### config.mk
export PLATFORM = sky130hd
export DESIGN_NAME = membus_router
export DESIGN_NICKNAME = d
export VERILOG_FILES = /design/src/rtl/membus_pkg.sv /design/src/rtl/region_decode.sv /design/src/rtl/membus_router.sv
export SDC_FILE = /design/constraint.sdc
export NUM_CORES = 1
export LEC_CHECK = 0
export BUFFER_PORTS_ARGS = -buffer_cell sky130_fd_sc_hd__buf_2
export CORE_UTILIZATION = 50
export CTS_CLUSTER_DIAMETER = 100
export DETAILED_ROUTE_END_ITERATION = 6
export PLACE_DENSITY = 0.9
export SLEW_MARGIN = 20
export SYNTH_ARGS = -nofsm -noshare
export SYNTH_HDL_FRONTEND = slang
export SYNTH_SLANG_ARGS = --single-unit
### constraint.sdc
create_clock -name clock -period 3.1 [get_ports clock]
set_input_delay 0.465 -clock clock [delete_from_list [all_inputs] [get_ports clock]]
set_output_delay 0.465 -clock clock [all_outputs]
set_load 0.02 [all_outputs]
### src/rtl/membus_pkg.sv
// Shared constants for the memory bus router: FSM encoding, open-bus value and the
// default PC-style region map (RAM at 0, CGA window at B8000, BIOS at F0000).
package membus_pkg;

    localparam logic [1:0] ST_IDLE   = 2'd0;
    localparam logic [1:0] ST_ACCESS = 2'd1;
    localparam logic [1:0] ST_DONE   = 2'd2;

    localparam logic [7:0]  DEF_OPEN_BUS = 8'hFF;

    // Index 0 is the rightmost field.
    localparam logic [59:0] DEF_BASE  = {20'hF0000, 20'hB8000, 20'h00000};
    localparam logic [59:0] DEF_MASK  = {20'hFE000, 20'hFE000, 20'hC0000};
    localparam logic [5:0]  DEF_WAITS = {2'd0, 2'd1, 2'd0};
    localparam logic [2:0]  DEF_RO    = 3'b100;

endpackage

### src/rtl/region_decode.sv
// Combinational address decoder: flags a hit and returns the lowest matching region index.
module region_decode #(
    parameter int ADDR_W = 20,
    parameter int NREG   = 3,
    parameter int IDX_W  = 2,
    parameter logic [NREG*ADDR_W-1:0] BASE = '0,
    parameter logic [NREG*ADDR_W-1:0] MASK = '0
) (
    input  logic [ADDR_W-1:0] addr,
    output logic              hit,
    output logic [IDX_W-1:0]  idx
);

    // Scan from the top down so the lowest matching index is the one left standing.
    always_comb begin
        hit = 1'b0;
        idx = '0;
        for (int i = NREG - 1; i >= 0; i--) begin
            if ((addr & MASK[i*ADDR_W +: ADDR_W]) ==
                (BASE[i*ADDR_W +: ADDR_W] & MASK[i*ADDR_W +: ADDR_W])) begin
                hit = 1'b1;
                idx = IDX_W'(i);
            end
        end
    end

endmodule

### src/rtl/membus_router.sv
// CPU-side memory bus router: decodes an access to one of NREG regions, holds the
// region select for its wait-state count and returns a one-cycle ready pulse.
module membus_router
    import membus_pkg::*;
#(
    parameter int ADDR_W = 20,
    parameter int DATA_W = 8,
    parameter int NREG   = 3,
    parameter logic [NREG*ADDR_W-1:0] BASE     = DEF_BASE,
    parameter logic [NREG*ADDR_W-1:0] MASK     = DEF_MASK,
    parameter logic [NREG*2-1:0]      WAITS    = DEF_WAITS,
    parameter logic [NREG-1:0]        RO       = DEF_RO,
    parameter logic [DATA_W-1:0]      OPEN_BUS = DEF_OPEN_BUS
) (
    input  logic                     clock,
    input  logic                     resetn,
    input  logic                     cpu_req,
    input  logic [ADDR_W-1:0]        cpu_addr,
    input  logic [DATA_W-1:0]        cpu_wdata,
    input  logic                     cpu_we,
    output logic [DATA_W-1:0]        cpu_rdata,
    output logic                     cpu_ready,
    output logic [ADDR_W-1:0]        mem_addr,
    output logic [DATA_W-1:0]        mem_wdata,
    output logic [NREG-1:0]          mem_sel,
    output logic [NREG-1:0]          mem_we,
    input  logic [NREG*DATA_W-1:0]   mem_q,
    output logic [7:0]               err_count
);

    localparam int IDX_W = (NREG > 1) ? $clog2(NREG) : 1;

    logic [1:0]       state;
    logic [1:0]       wait_cnt;
    logic [IDX_W-1:0] lat_idx;
    logic             lat_hit;
    logic             lat_we;

    logic             hit;
    logic [IDX_W-1:0] hit_idx;
    logic [1:0]       hit_waits;
    logic             hit_ro;
    logic [DATA_W-1:0] q_sel;

    region_decode #(
        .ADDR_W (ADDR_W),
        .NREG   (NREG),
        .IDX_W  (IDX_W),
        .BASE   (BASE),
        .MASK   (MASK)
    ) u_decode (
        .addr (cpu_addr),
        .hit  (hit),
        .idx  (hit_idx)
    );

    // Constant-index loops keep every parameter slice in range for any NREG.
    always_comb begin
        hit_waits = 2'd0;
        hit_ro    = 1'b0;
        q_sel     = OPEN_BUS;
        for (int i = 0; i < NREG; i++) begin
            if (hit_idx == IDX_W'(i)) begin
                hit_waits = WAITS[2*i +: 2];
                hit_ro    = RO[i];
            end
            if (lat_idx == IDX_W'(i)) begin
                q_sel = mem_q[i*DATA_W +: DATA_W];
            end
        end
    end

    // NOTE: all state below uses non-blocking assignments so every register samples
    // pre-edge values regardless of statement order.
    always_ff @(posedge clock or negedge resetn) begin
        if (!resetn) begin
            state     <= ST_IDLE;
            wait_cnt  <= 2'd0;
            lat_idx   <= '0;
            lat_hit   <= 1'b0;
            lat_we    <= 1'b0;
            cpu_ready <= 1'b0;
            cpu_rdata <= OPEN_BUS;
            mem_addr  <= '0;
            mem_wdata <= '0;
            mem_sel   <= '0;
            mem_we    <= '0;
            err_count <= 8'd0;
        end else begin
            case (state)
                ST_IDLE: begin
                    if (cpu_req) begin
                        state     <= ST_ACCESS;
                        lat_idx   <= hit_idx;
                        lat_hit   <= hit;
                        lat_we    <= cpu_we;
                        mem_addr  <= cpu_addr;
                        mem_wdata <= cpu_wdata;
                        wait_cnt  <= hit ? hit_waits : 2'd0;
                        mem_sel   <= hit ? (NREG'(1) << hit_idx) : '0;
                        mem_we    <= (hit && cpu_we && !hit_ro) ? (NREG'(1) << hit_idx) : '0;
                        if ((!hit || (cpu_we && hit_ro)) && err_count != 8'hFF)
                            err_count <= err_count + 8'd1;
                    end
                end
                ST_ACCESS: begin
                    mem_we <= '0;
                    if (wait_cnt == 2'd0) begin
                        state     <= ST_DONE;
                        mem_sel   <= '0;
                        cpu_ready <= 1'b1;
                        if (!lat_we)
                            cpu_rdata <= lat_hit ? q_sel : OPEN_BUS;
                    end else begin
                        wait_cnt <= wait_cnt - 2'd1;
                    end
                end
                ST_DONE: begin
                    cpu_ready <= 1'b0;
                    state     <= ST_IDLE;
                end
                default: begin
                    state     <= ST_IDLE;
                    cpu_ready <= 1'b0;
                    mem_sel   <= '0;
                    mem_we    <= '0;
                end
            endcase
        end
    end

endmodule
# Word-level counts from Yosys, hierarchy flattened
# Index checks and enable logic that the tools add are counted.
# word_totals
out_inout_bits	51
input_bits	56
elab_cells	79
ff_bits	59
# classes
bitwise	3
muxes	29
n_reduce_logical	20
n_shift	1
n_eq_ne	12
add_sub_neg	2
# ops
operator	n
2-to-1 mux 8 bit	4
logical NOT 20 bit	1
2-to-1 mux 2 bit	9
2-to-1 mux 3 bit	5
== test 7 bit (second input constant)	2
AND reduction 3 bit	4
one-hot mux 3 bit (3 select lines)	1
adder 8 x 1 -> 8 bit (second input constant)	1
!= test 8 bit (second input constant)	1
one-hot mux 2 bit (2 select lines)	2
AND reduction 2 bit	4
== test 2 x 1 -> 1 bit (second input constant)	3
== test 2 bit (second input constant)	3
logical NOT 2 bit	3
2-to-1 mux 1 bit	6
!= test 2 bit (second input constant)	3
one-hot mux 3 bit (2 select lines)	1
logical AND 1 bit	4
NOT 1 bit	3
<< shifter 1 x 2 -> 3 bit (first input constant)	1
logical NOT 1 bit	2
one-hot mux 1 bit (2 select lines)	1
nonzero test 2 bit	1
subtractor 2 x 1 -> 2 bit (second input constant)	1
logical OR 1 bit	1

# Depth between registers and ports, before layout
# Gate-level depths: netlist of the first run.
# depth
word_depth	11
mapped_depth	7
ltp_nobuf	6

# Cells and area by module
# A second synthesis of the first run with hierarchy kept.
# unflattened
hier_cells	211
area_unflattened_um2	2637.5
# modules_own_cells
module	cells_per_inst	instances	area_each_um2	seq_area_each_um2
membus_router	204	1	2572.5	1486.4
region_decode	7	1	65.1	0.0

# Worst setup path after synthesis of the first run
# OpenSTA, ideal clock, no wires.
# synth_timing
path_type	flip-flop to flip-flop
startpoint	reg err_count[0]
endpoint	reg err_count[1]
n_path_buf	0
arrival_ns	1.639
period_less_slack_ns	1.764
stages_incl_launch_ff	6
required_time_ns	2.975
setup_ns	0.125
setup_slack_ns	1.336
path_cell_list	dfrtp_1 ha_1 and3_1 a211oi_4 nand2_2 mux2_4
# synth_between
elab_chain_cells	3
word_cells_on_any_way	4
cone_classes	1 x add/sub; 1 x eq/ne; 2 x reduce/logical
# synth_rtl
element	line_no	text
from (decl)	membus_router.sv:28	output logic [7:0] err_count
from (signal assigned)	membus_router.sv:103	err_count <= err_count + 8'd1;
branches (longest 3 deep; another with adder 8 x 1 -> 8 bit)	--	
# Several ways; the timed one is not identified.
# A chain may end at the register's enable or synchronous reset.

# Final worst setup path of the first run
# layout_timing
startpoint	reg state[0]
endpoint	reg err_count[1]
# layout_between
elab_chain_cells	2
# layout_rtl
element	line_no	text
from (decl)	membus_router.sv:33	logic [1:0] state;
from (signal assigned)	membus_router.sv:77	state <= ST_IDLE;
from (signal assigned)	membus_router.sv:93	state <= ST_ACCESS;
from (signal assigned)	membus_router.sv:109	state <= ST_DONE;
logical NOT 2 bit	membus_router.sv:90	case (state)
AND reduction 3 bit (no source line)	--	
# Every way passes these cells.

==> results of run 1 <==
## layer usage
metal	routed length, um	GRT usage	vias to the layer above
li1	-	-	1114
met1	2612	0.2612	1047
met2	2799	0.3778	73
met3	292	0.05827	8
met4	94	0.1069	0
met5	0	0	-
## stage by stage
stage / setup WS [ns] / power [mW]
2_1_floorplan: 1.336 / 2.165
3_3_place_gp: 1.031 / 2.555
3_5_place_dp: 0.9988 / 2.610
4_1_cts: 1.048 / 3.245
5_1_grt: 0.8923 / 3.432
6_report: 1.039 / 3.209
## flip-flops by register name (all words and copies together) (netlist names), 2 cells and up
register	count
cpu_rdata	8
wait_cnt	2
mem_sel	3
lat_idx	2
mem_we	3
mem_wdata	8
state	2
err_count	8
mem_addr	20
## cells in the mapped netlist
library cell   n  area share
nor3b_1        1      0.0029
and4bb_2       1      0.0048
o211ai_2       1      0.0048
a211oi_4       1      0.0077
nand3b_1       1      0.0029
nor2b_1        3      0.0072
clkbuf_1       8       0.012
nand2b_1       2      0.0048
o22ai_1        8       0.019
nand3_1        5      0.0096
buf_6          1      0.0043
a32oi_1        1      0.0034
and3_1         6       0.014
mux2_2        10       0.043
or2b_1         1      0.0029
nand2_2        1      0.0024
nor2_1        18       0.026
and4_1         1      0.0034
ha_1           2      0.0096
nand2_1       96        0.14
o21ai_0        6       0.012
a21oi_1        2      0.0038
and2_1         1      0.0024
or3b_1         1      0.0034
buf_1          3      0.0043
a2bb2oi_1      2      0.0067
buf_2          1      0.0019
dfrtp_1       51        0.49
nand4_1        5       0.012
mux2_4         1      0.0058
xnor2_1        7       0.024
a31oi_1        8       0.019
dfstp_2        8       0.081
a211oi_1       2      0.0058
inv_1          5      0.0072
## where the power goes
part	internal (mW)	switching, mW
logic	0.455	0.818
registers	1.11	0.206
clock network	0.349	0.274
## cell families (layout without fill, tap and decap cells)
kind of cell,after synthesis,count (layout),share of synthesized area
adder cells (fa/ha/maj),2,2,0.009591
AO/OA/AOI/OAI,31,31,0.08202
buffers and inverters,18,129,0.02926
multiplexers,11,11,0.04892
AND/OR/NAND/NOR,143,143,0.2369
flip-flops,59,59,0.5698
XOR/XNOR,7,7,0.02350
## worst max-delay path: stages (launching register included)
cell and delay, ns:
dfrtp_1 0.50, or3b_1 0.41, buf_4 0.25, a211oi_4 0.35
nand2_2 0.12, mux2_4 0.31
## how the worst max path moves through the flow
stage / from / end / slack (ns) / cells past startpoint
after floorplan: err_count[0] / err_count[1] / 1.34 / 5
after global placement: cpu_req / err_count[1] / 1.03 / 6
after detailed placement: cpu_req / err_count[1] / 1.0 / 6
after CTS: state[0] / err_count[1] / 1.05 / 5
after global routing: wait_cnt[0] / cpu_rdata[1] / 0.89 / 6
final: state[0] / err_count[1] / 1.04 / 5
## final cells by class
cell class | count | area share
Clock buffer | 13 | 0.05013
Multi-Input combinational cell | 194 | 0.3112
Sequential cell | 59 | 0.4411
Timing Repair Buffer | 109 | 0.1641
Clock inverter | 2 | 0.002971
Inverter | 5 | 0.005570
Tap cell | 67 | 0.02488
## layout by cell type (no fill, tap or decap), drive strengths merged, types with 2 or more instances in the layout
cell,n
mux2,11
buf,109
nor2b,3
a31oi,8
clkinv,2
a211oi,3
nand2,97
clkbuf,13
a2bb2oi,2
dfrtp,51
o22ai,8
nand4,5
xnor2,7
nand2b,2
nand3,5
nor2,18
dfstp,8
and3,6
o21ai,6
ha,2
inv,5
a21oi,2
==> impl_metrics.json, run 1 <==
{
  "grt_pass1_vias": 2039,
  "initial_core_util": 0.5346,
  "rsz0062_at_grt": "false",
  "grt_max_degree": 60,
  "tightest_slew_ns": 0.9780,
  "io_pins": 107,
  "clk_pin_slew_worst_paths_ns": 0.06,
  "final.setup_skew_ns": 0.003715,
  "die_h_um": 74.23,
  "htreeDepth": 3,
  "cts.sinks": 59,
  "holdBufCountCts": 0,
  "grt_pass1_wl_um": 8970,
  "syn_area_per_cell_sq_um": 9.626,
  "post-route-period-util": 0.6650,
  "post_cts_buffers": 0,
  "min_period_ns": 2.061,
  "slew_headroom": 0.3456,
  "synth_warnings": 0,
  "area_growth_pct": 29.16,
  "vias": 2242,
  "fin_tns_setup_ns": 0,
  "power.density_nw_per_um2": 952.5,
  "drt-total-wl_um": 5799,
  "grt_usage": 0.2215,
  "fin_util": 0.6905,
  "seqCellArea_sq_um": 1486,
  "die_x_um": 74.23,
  "hp-class": "in2async",
  "worstPathMaxFanout": 35,
  "drt_iter0_drc": 73,
  "report.final.slew_viol_count": 0,
  "gr-total-overflow": 0,
  "cp-start-kind": "register",
  "maxCapViolations": 0,
  "detailed_place.area_sq_um": 3191,
  "drt-pass1-iter-count": 4,
  "clockBufferDepth": 2,
  "finalSetupViolCount": 0,
  "fin_cells": 449,
  "multi_input_area_sq_um": 1049,
  "num_antenna_cells": 0,
  "drive_above_1_share": 0.3848,
  "synth-seq-cells": 59,
  "core-area_sq_um": 4880,
  "cts_tree": "built",
  "nFillCells": 415,
  "nets": 436,
  "endpoint_kind": "register",
  "final-hold-violation-count": 0,
  "worstRegToRegCells": 5,
  "avgRoutedWirePerCell_um": 12.92,
  "synth-seq-area-share": 0.5698,
  "grt_antenna_before_repair": 0,
  "dp_cells": 434,
  "r2r_slack_ns": 1.04,
  "cts-root-buf": "clkbuf_8",
  "p_leak_nw": 1.805,
  "critPathArrivalTime_ns": 2.27,
  "regToRegStartpoint": "state[0]",
  "drtAntennaViolNets": 0,
  "clock_latency_ns": 0.32,
  "dp_hpwl_um": 4079,
  "numPortBuffers": 106,
  "gp_congestion": 0.8398,
  "stdcell_area_sq_um": 3369,
  "worstSetupPathType": "reg2reg",
  "holdWs_ns": 0.2748,
  "crit_required_ns": 3.31,
  "routed_via_density": 4.993,
  "route.detailed.drc": 0,
  "ir_drop_mv": 0.4896,
  "postSynthCellCount": 271,
  "numCtsBuffers": 9,
  "synth_area_sq_um": 2609,
  "fmax_mhz": 485.1,
  "run_status": "finished, final reports clean",
  "worstReg2RegEnd": "err_count[1]",
  "synthDistinctLibCells": 35,
  "synth_nets": 329,
  "post_cts_resized": 0,
  "fp-row-count": 25,
  "fp.dieArea_sq_um": 5510
}
Note: power is estimated with default switching activity, not from simulation.
==> run 2, diff against run 1 <==
--- a/config.mk
+++ b/config.mk
@@ -6,10 +6,10 @@
 export NUM_CORES = 1
 export LEC_CHECK = 0
 export BUFFER_PORTS_ARGS = -buffer_cell sky130_fd_sc_hd__buf_2
-export CORE_UTILIZATION = 50
+export CORE_UTILIZATION = 43
 export CTS_CLUSTER_DIAMETER = 100
 export DETAILED_ROUTE_END_ITERATION = 6
-export PLACE_DENSITY = 0.9
+export PLACE_DENSITY = 0.82
 export SLEW_MARGIN = 20
 export SYNTH_ARGS = -nofsm -noshare
 export SYNTH_HDL_FRONTEND = slang
==> constraint.sdc (replaced) <==
create_clock -name clock -period 1.7 [get_ports clock]
set_input_delay 0.255 -clock clock [delete_from_list [all_inputs] [get_ports clock]]
set_output_delay 0.255 -clock clock [all_outputs]
set_load 0.02 [all_outputs]
==> impl_metrics.json, run 2 (synthesized netlist as in run 1, its figures left out) <==
{
  "run_status": "finished, final reports clean",
  "maxCapViolations": 0,
  "detailed_place.area_sq_um": 3282,
  "die_x_um": 79.89,
  "cts.sinks": 59,
  "routed_via_density": 4.966,
  "rsz0062_at_grt": "false",
  "clock_latency_ns": 0.33,
  "regToRegStartpoint": "err_count[0]",
  "grt_usage": 0.1992,
  "worst_slack_ns": 0.08134,
  "endpoint_kind": "register",
  "p_leak_nw": 1.864,
  "cp-start-kind": "register",
  "report.final.slew_viol_count": 0,
  "critPathArrivalTime_ns": 1.82,
  "cts-root-buf": "clkbuf_8",
  "gp_congestion": 0.8403,
  "grt_pass1_wl_um": 9591,
  "fin_cells": 467,
  "min_period_ns": 1.619,
  "vias": 2319,
  "crit_required_ns": 1.90,
  "min_to": "mem_addr[7]",
  "grt_antenna_before_repair": 0,
  "drt-total-wl_um": 6013,
  "fin_util": 0.5929,
  "worstReg2RegEnd": "err_count[3]",
  "die_h_um": 79.89,
  "clk_pin_slew_worst_paths_ns": 0.07,
  "worstSetupPathType": "reg2reg",
  "tightest_slew_ns": 0.4428,
  "cts_tree": "built",
  "r2r_slack_ns": 0.08,
  "stdcell_area_sq_um": 3490,
  "multi_input_area_sq_um": 1049,
  "drtAntennaViolNets": 0,
  "post-place-ws_ns": 0.07602,
  "grt_max_degree": 41,
  "route.detailed.drc": 0,
  "drt-pass1-iter-count": 4,
  "power.density_nw_per_um2": 1741,
  "max_stage_delay_ns": 0.43,
  "final-hold-violation-count": 0,
  "numCtsBuffers": 9,
  "nFillCells": 508,
  "slowest_stage": "dfrtp_2",
  "num_antenna_cells": 0,
  "io_pins": 107,
  "gr-total-overflow": 0,
  "fp-row-count": 28,
  "drt_iter0_drc": 117,
  "max_flop_register": "mem_addr",
  "worstPathMaxFanout": 6,
  "post_cts_buffers": 0,
  "nets": 446,
  "worstRegToRegCells": 6,
  "total_power_mw": 6.075,
  "initial_core_util": 0.4432,
  "final.setup_skew_ns": 0.007566,
  "fmax_mhz": 617.8,
  "dp_hpwl_um": 4411,
  "grt_pass1_vias": 2148,
  "drive_above_1_share": 0.3980,
  "clockBufferDepth": 2,
  "finalSetupViolCount": 0,
  "htreeDepth": 3,
  "min_delay_path_depth": 3,
  "numPortBuffers": 106,
  "hp-class": "in2reg",
  "cp_cell_sequence": "ha_1 > and3_1 > a211oi_4 > buf_6 > nand4_1 > xnor2_1",
  "core-area_sq_um": 5886,
  "seqCellArea_sq_um": 1488,
  "largest_reg_flops": 20,
  "fp.dieArea_sq_um": 6382,
  "holdWs_ns": 0.1116,
  "layout_commonest_cell": "buf_2",
  "avgRoutedWirePerCell_um": 12.88,
  "post-route-period-util": 0.9522,
  "fin_tns_setup_ns": 0,
  "area_growth_pct": 33.77,
  "layout_common_cells": "buf_2, nand2_1, dfrtp_1, nor2_1, clkbuf_8",
  "dp_cells": 451,
  "hold_start": "cpu_addr[7]",
  "slew_headroom": 0.7048,
  "ir_drop_mv": 0.7034
}
-- run 2: changes by cell type in the layout (fill, tap and decap cells not counted), sizes merged --
cell / change
dlygate4sd3: +1
bufinv: +1
buf: +9
clkinv: -1
-- run 2: layout make-up --
cell class	count	share of cell area
flip-flops and latches	59	0.4263
multi-input cells	194	0.3005
repair buffers	119	0.1854
clock buffers	13	0.04554
well taps	75	0.02689
clock inverters	2	0.01004
inverters	5	0.005378
-- run 2: per-layer routing --
metal	GRT usage	part of all wire	vias to the layer above
met5	0	0	-
met4	0.08393	0.013	0
met3	0.05486	0.073	10
met2	0.3282	0.48	81
met1	0.2450	0.43	1095
li1	-	-	1133
-- run 2: power breakdown --
group	internal, mW	switching [mW]	leakage, nW
registers	2.02	0.336	0.732
logic	0.924	1.55	1.03
clock network	0.747	0.498	0.0995
total	3.69	2.38	1.86
-- run 2: what timing repair did --
action,CTS,global route
hold endpoints to repair,14,0
hold buffers,1,0
setup endpoints to repair,0,3
gates resized for setup,0,1
-- run 2: worst max-delay path: cells and delay by family, from the launching register on --
| family | cells | cell delay (ns) |
|---|---|---|
| adder cells (fa/ha/maj) | 1 | 0.21 |
| flip-flops | 1 | 0.43 |
| XOR/XNOR | 1 | 0.16 |
| AO/OA/AOI/OAI | 1 | 0.25 |
| buffers and inverters | 1 | 0.16 |
| AND/OR/NAND/NOR | 2 | 0.29 |
-- run 2: worst max-delay path by stage --
stage	cells after the start	start	to	slack (ns)
final	6	err_count[0]	err_count[3]	0.08
after global placement	6	err_count[0]	err_count[5]	0.15
after CTS	6	err_count[0]	err_count[3]	0.07
after detailed placement	6	err_count[0]	err_count[6]	0.08
after floorplan	5	state[1]	err_count[1]	-0.001
after global routing	6	err_count[0]	err_count[6]	0.002
==> run 3, diff against run 2 <==
--- a/config.mk
+++ b/config.mk
@@ -9,6 +9,7 @@
 export CORE_UTILIZATION = 43
 export CTS_CLUSTER_DIAMETER = 100
 export DETAILED_ROUTE_END_ITERATION = 6
+export MAX_ROUTING_LAYER = met4
 export PLACE_DENSITY = 0.82
 export SLEW_MARGIN = 20
 export SYNTH_ARGS = -nofsm -noshare
==> impl_metrics.json, run 3 (synthesized netlist as in run 1, its figures left out) <==
{
  "run_status": "finished, final reports clean",
  "area_growth_pct": 33.77,
  "drt-pass1-iter-count": 5,
  "cts_tree": "built",
  "cp-start-kind": "register",
  "worst_slack_ns": 0.07620,
  "drtAntennaViolNets": 0,
  "dp_hpwl_um": 4411,
  "total_power_mw": 6.079,
  "htreeDepth": 3,
  "min_period_ns": 1.624,
  "post-place-ws_ns": 0.07602,
  "fin_cells": 467,
  "power.density_nw_per_um2": 1742,
  "ir_drop_mv": 0.7072,
  "slew_headroom": 0.7052,
  "rsz0062_at_grt": "false",
  "detailed_place.area_sq_um": 3282,
  "post-route-period-util": 0.9552,
  "max_flop_register": "mem_addr",
  "dp_cells": 451,
  "initial_core_util": 0.4432,
  "largest_reg_flops": 20,
  "vias": 2313,
  "gp_congestion": 0.8533,
  "clock_latency_ns": 0.33,
  "die_x_um": 79.89,
  "critPathArrivalTime_ns": 1.83,
  "core-area_sq_um": 5886,
  "io_pins": 107,
  "clockBufferDepth": 2,
  "endpoint_kind": "register",
  "fp.dieArea_sq_um": 6382,
  "crit_required_ns": 1.91,
  "worstSetupPathType": "reg2reg",
  "tightest_slew_ns": 0.4422,
  "drive_above_1_share": 0.3980,
  "report.final.slew_viol_count": 0,
  "avgRoutedWirePerCell_um": 12.91,
  "routed_via_density": 4.953,
  "fp-row-count": 28,
  "fmax_mhz": 615.8,
  "worstRegToRegCells": 6,
  "nets": 446,
  "maxCapViolations": 0,
  "finalSetupViolCount": 0,
  "numPortBuffers": 106,
  "layout_common_cells": "buf_2, nand2_1, dfrtp_1, nor2_1, clkbuf_8",
  "drt-total-wl_um": 6030,
  "drt_iter0_drc": 108,
  "grt_antenna_before_repair": 0,
  "min_delay_path_depth": 3,
  "p_leak_nw": 1.864,
  "holdWs_ns": 0.1109,
  "route.detailed.drc": 0,
  "layout_commonest_cell": "buf_2",
  "grt_pass1_vias": 2153,
  "gr-total-overflow": 0,
  "numCtsBuffers": 9,
  "cts-root-buf": "clkbuf_8",
  "final.setup_skew_ns": 0.006107,
  "num_antenna_cells": 0,
  "grt_max_degree": 41,
  "grt_pass1_wl_um": 9584,
  "fin_util": 0.5929,
  "cts.sinks": 59,
  "worstPathMaxFanout": 6,
  "stdcell_area_sq_um": 3490,
  "final-hold-violation-count": 0,
  "fin_tns_setup_ns": 0,
  "grt_usage": 0.2048,
  "clk_pin_slew_worst_paths_ns": 0.07,
  "die_h_um": 79.89,
  "post_cts_buffers": 0,
  "hp-class": "in2reg"
}
==> run 3: cell counts in the layout (fill, tap and decap cells not counted) <==
No cell type changed its count.
==> run 3: timing repair <==
| action | in CTS | in global routing |
|---|---|---|
| endpoints found under the setup margin | 0 | 3 |
| hold buffers | 1 | 0 |
| endpoints found under the hold margin | 14 | 0 |
| gates resized for setup | 0 | 1 |
==> run 3: routing by layer <==
metal | wire (um) | vias up | GRT usage
li1 | - | 1135 | -
met1 | 2624 | 1083 | 0.2487
met2 | 2917 | 88 | 0.3282
met3 | 429 | 7 | 0.04914
met4 | 59 | 0 | 0.08393
met5 | 0 | - | -
==> run 3: area by class of cell <==
| cell class | instances | area, sq um |
|---|---|---|
| repair buffers | 119 | 646.9 |
| multi-input cells | 194 | 1049 |
| clock buffers | 13 | 158.9 |
| clock inverters | 2 | 35.03 |
| flip-flops and latches | 59 | 1488 |
| fillers | 508 | 2396 |
| inverters | 5 | 18.77 |
| well taps | 75 | 93.84 |
==> run 3: worst paths after layout <==
| check | from | slack [ns] | to |
|---|---|---|---|
| worst max-delay path | err_count[0] | 0.08 | err_count[3] |
| worst min-delay path | cpu_addr[7] | 0.11 | mem_addr[7] |
| worst min register to register | mem_addr[11] | 0.47 | mem_addr[11] |
| max in group asynchronous | resetn | 0.67 | cpu_rdata[7] |
| worst max register to register | err_count[0] | 0.08 | err_count[3] |
| min in group asynchronous | resetn | 0.41 | mem_wdata[5] |
==> run 3: critical path, cell delays in order, from the launching register on <==
cell      delay [ns]
dfrtp_2         0.43
ha_1            0.22
and3_1          0.18
a211oi_4        0.25
buf_6           0.16
nand4_1         0.11
xnor2_1         0.16
==> run 3: power breakdown <==
part	internal (mW)	switching (mW)	leakage, nW
logic	0.924	1.55	1.03
registers	2.02	0.335	0.732
clock network	0.747	0.500	0.0995
total	3.69	2.39	1.86
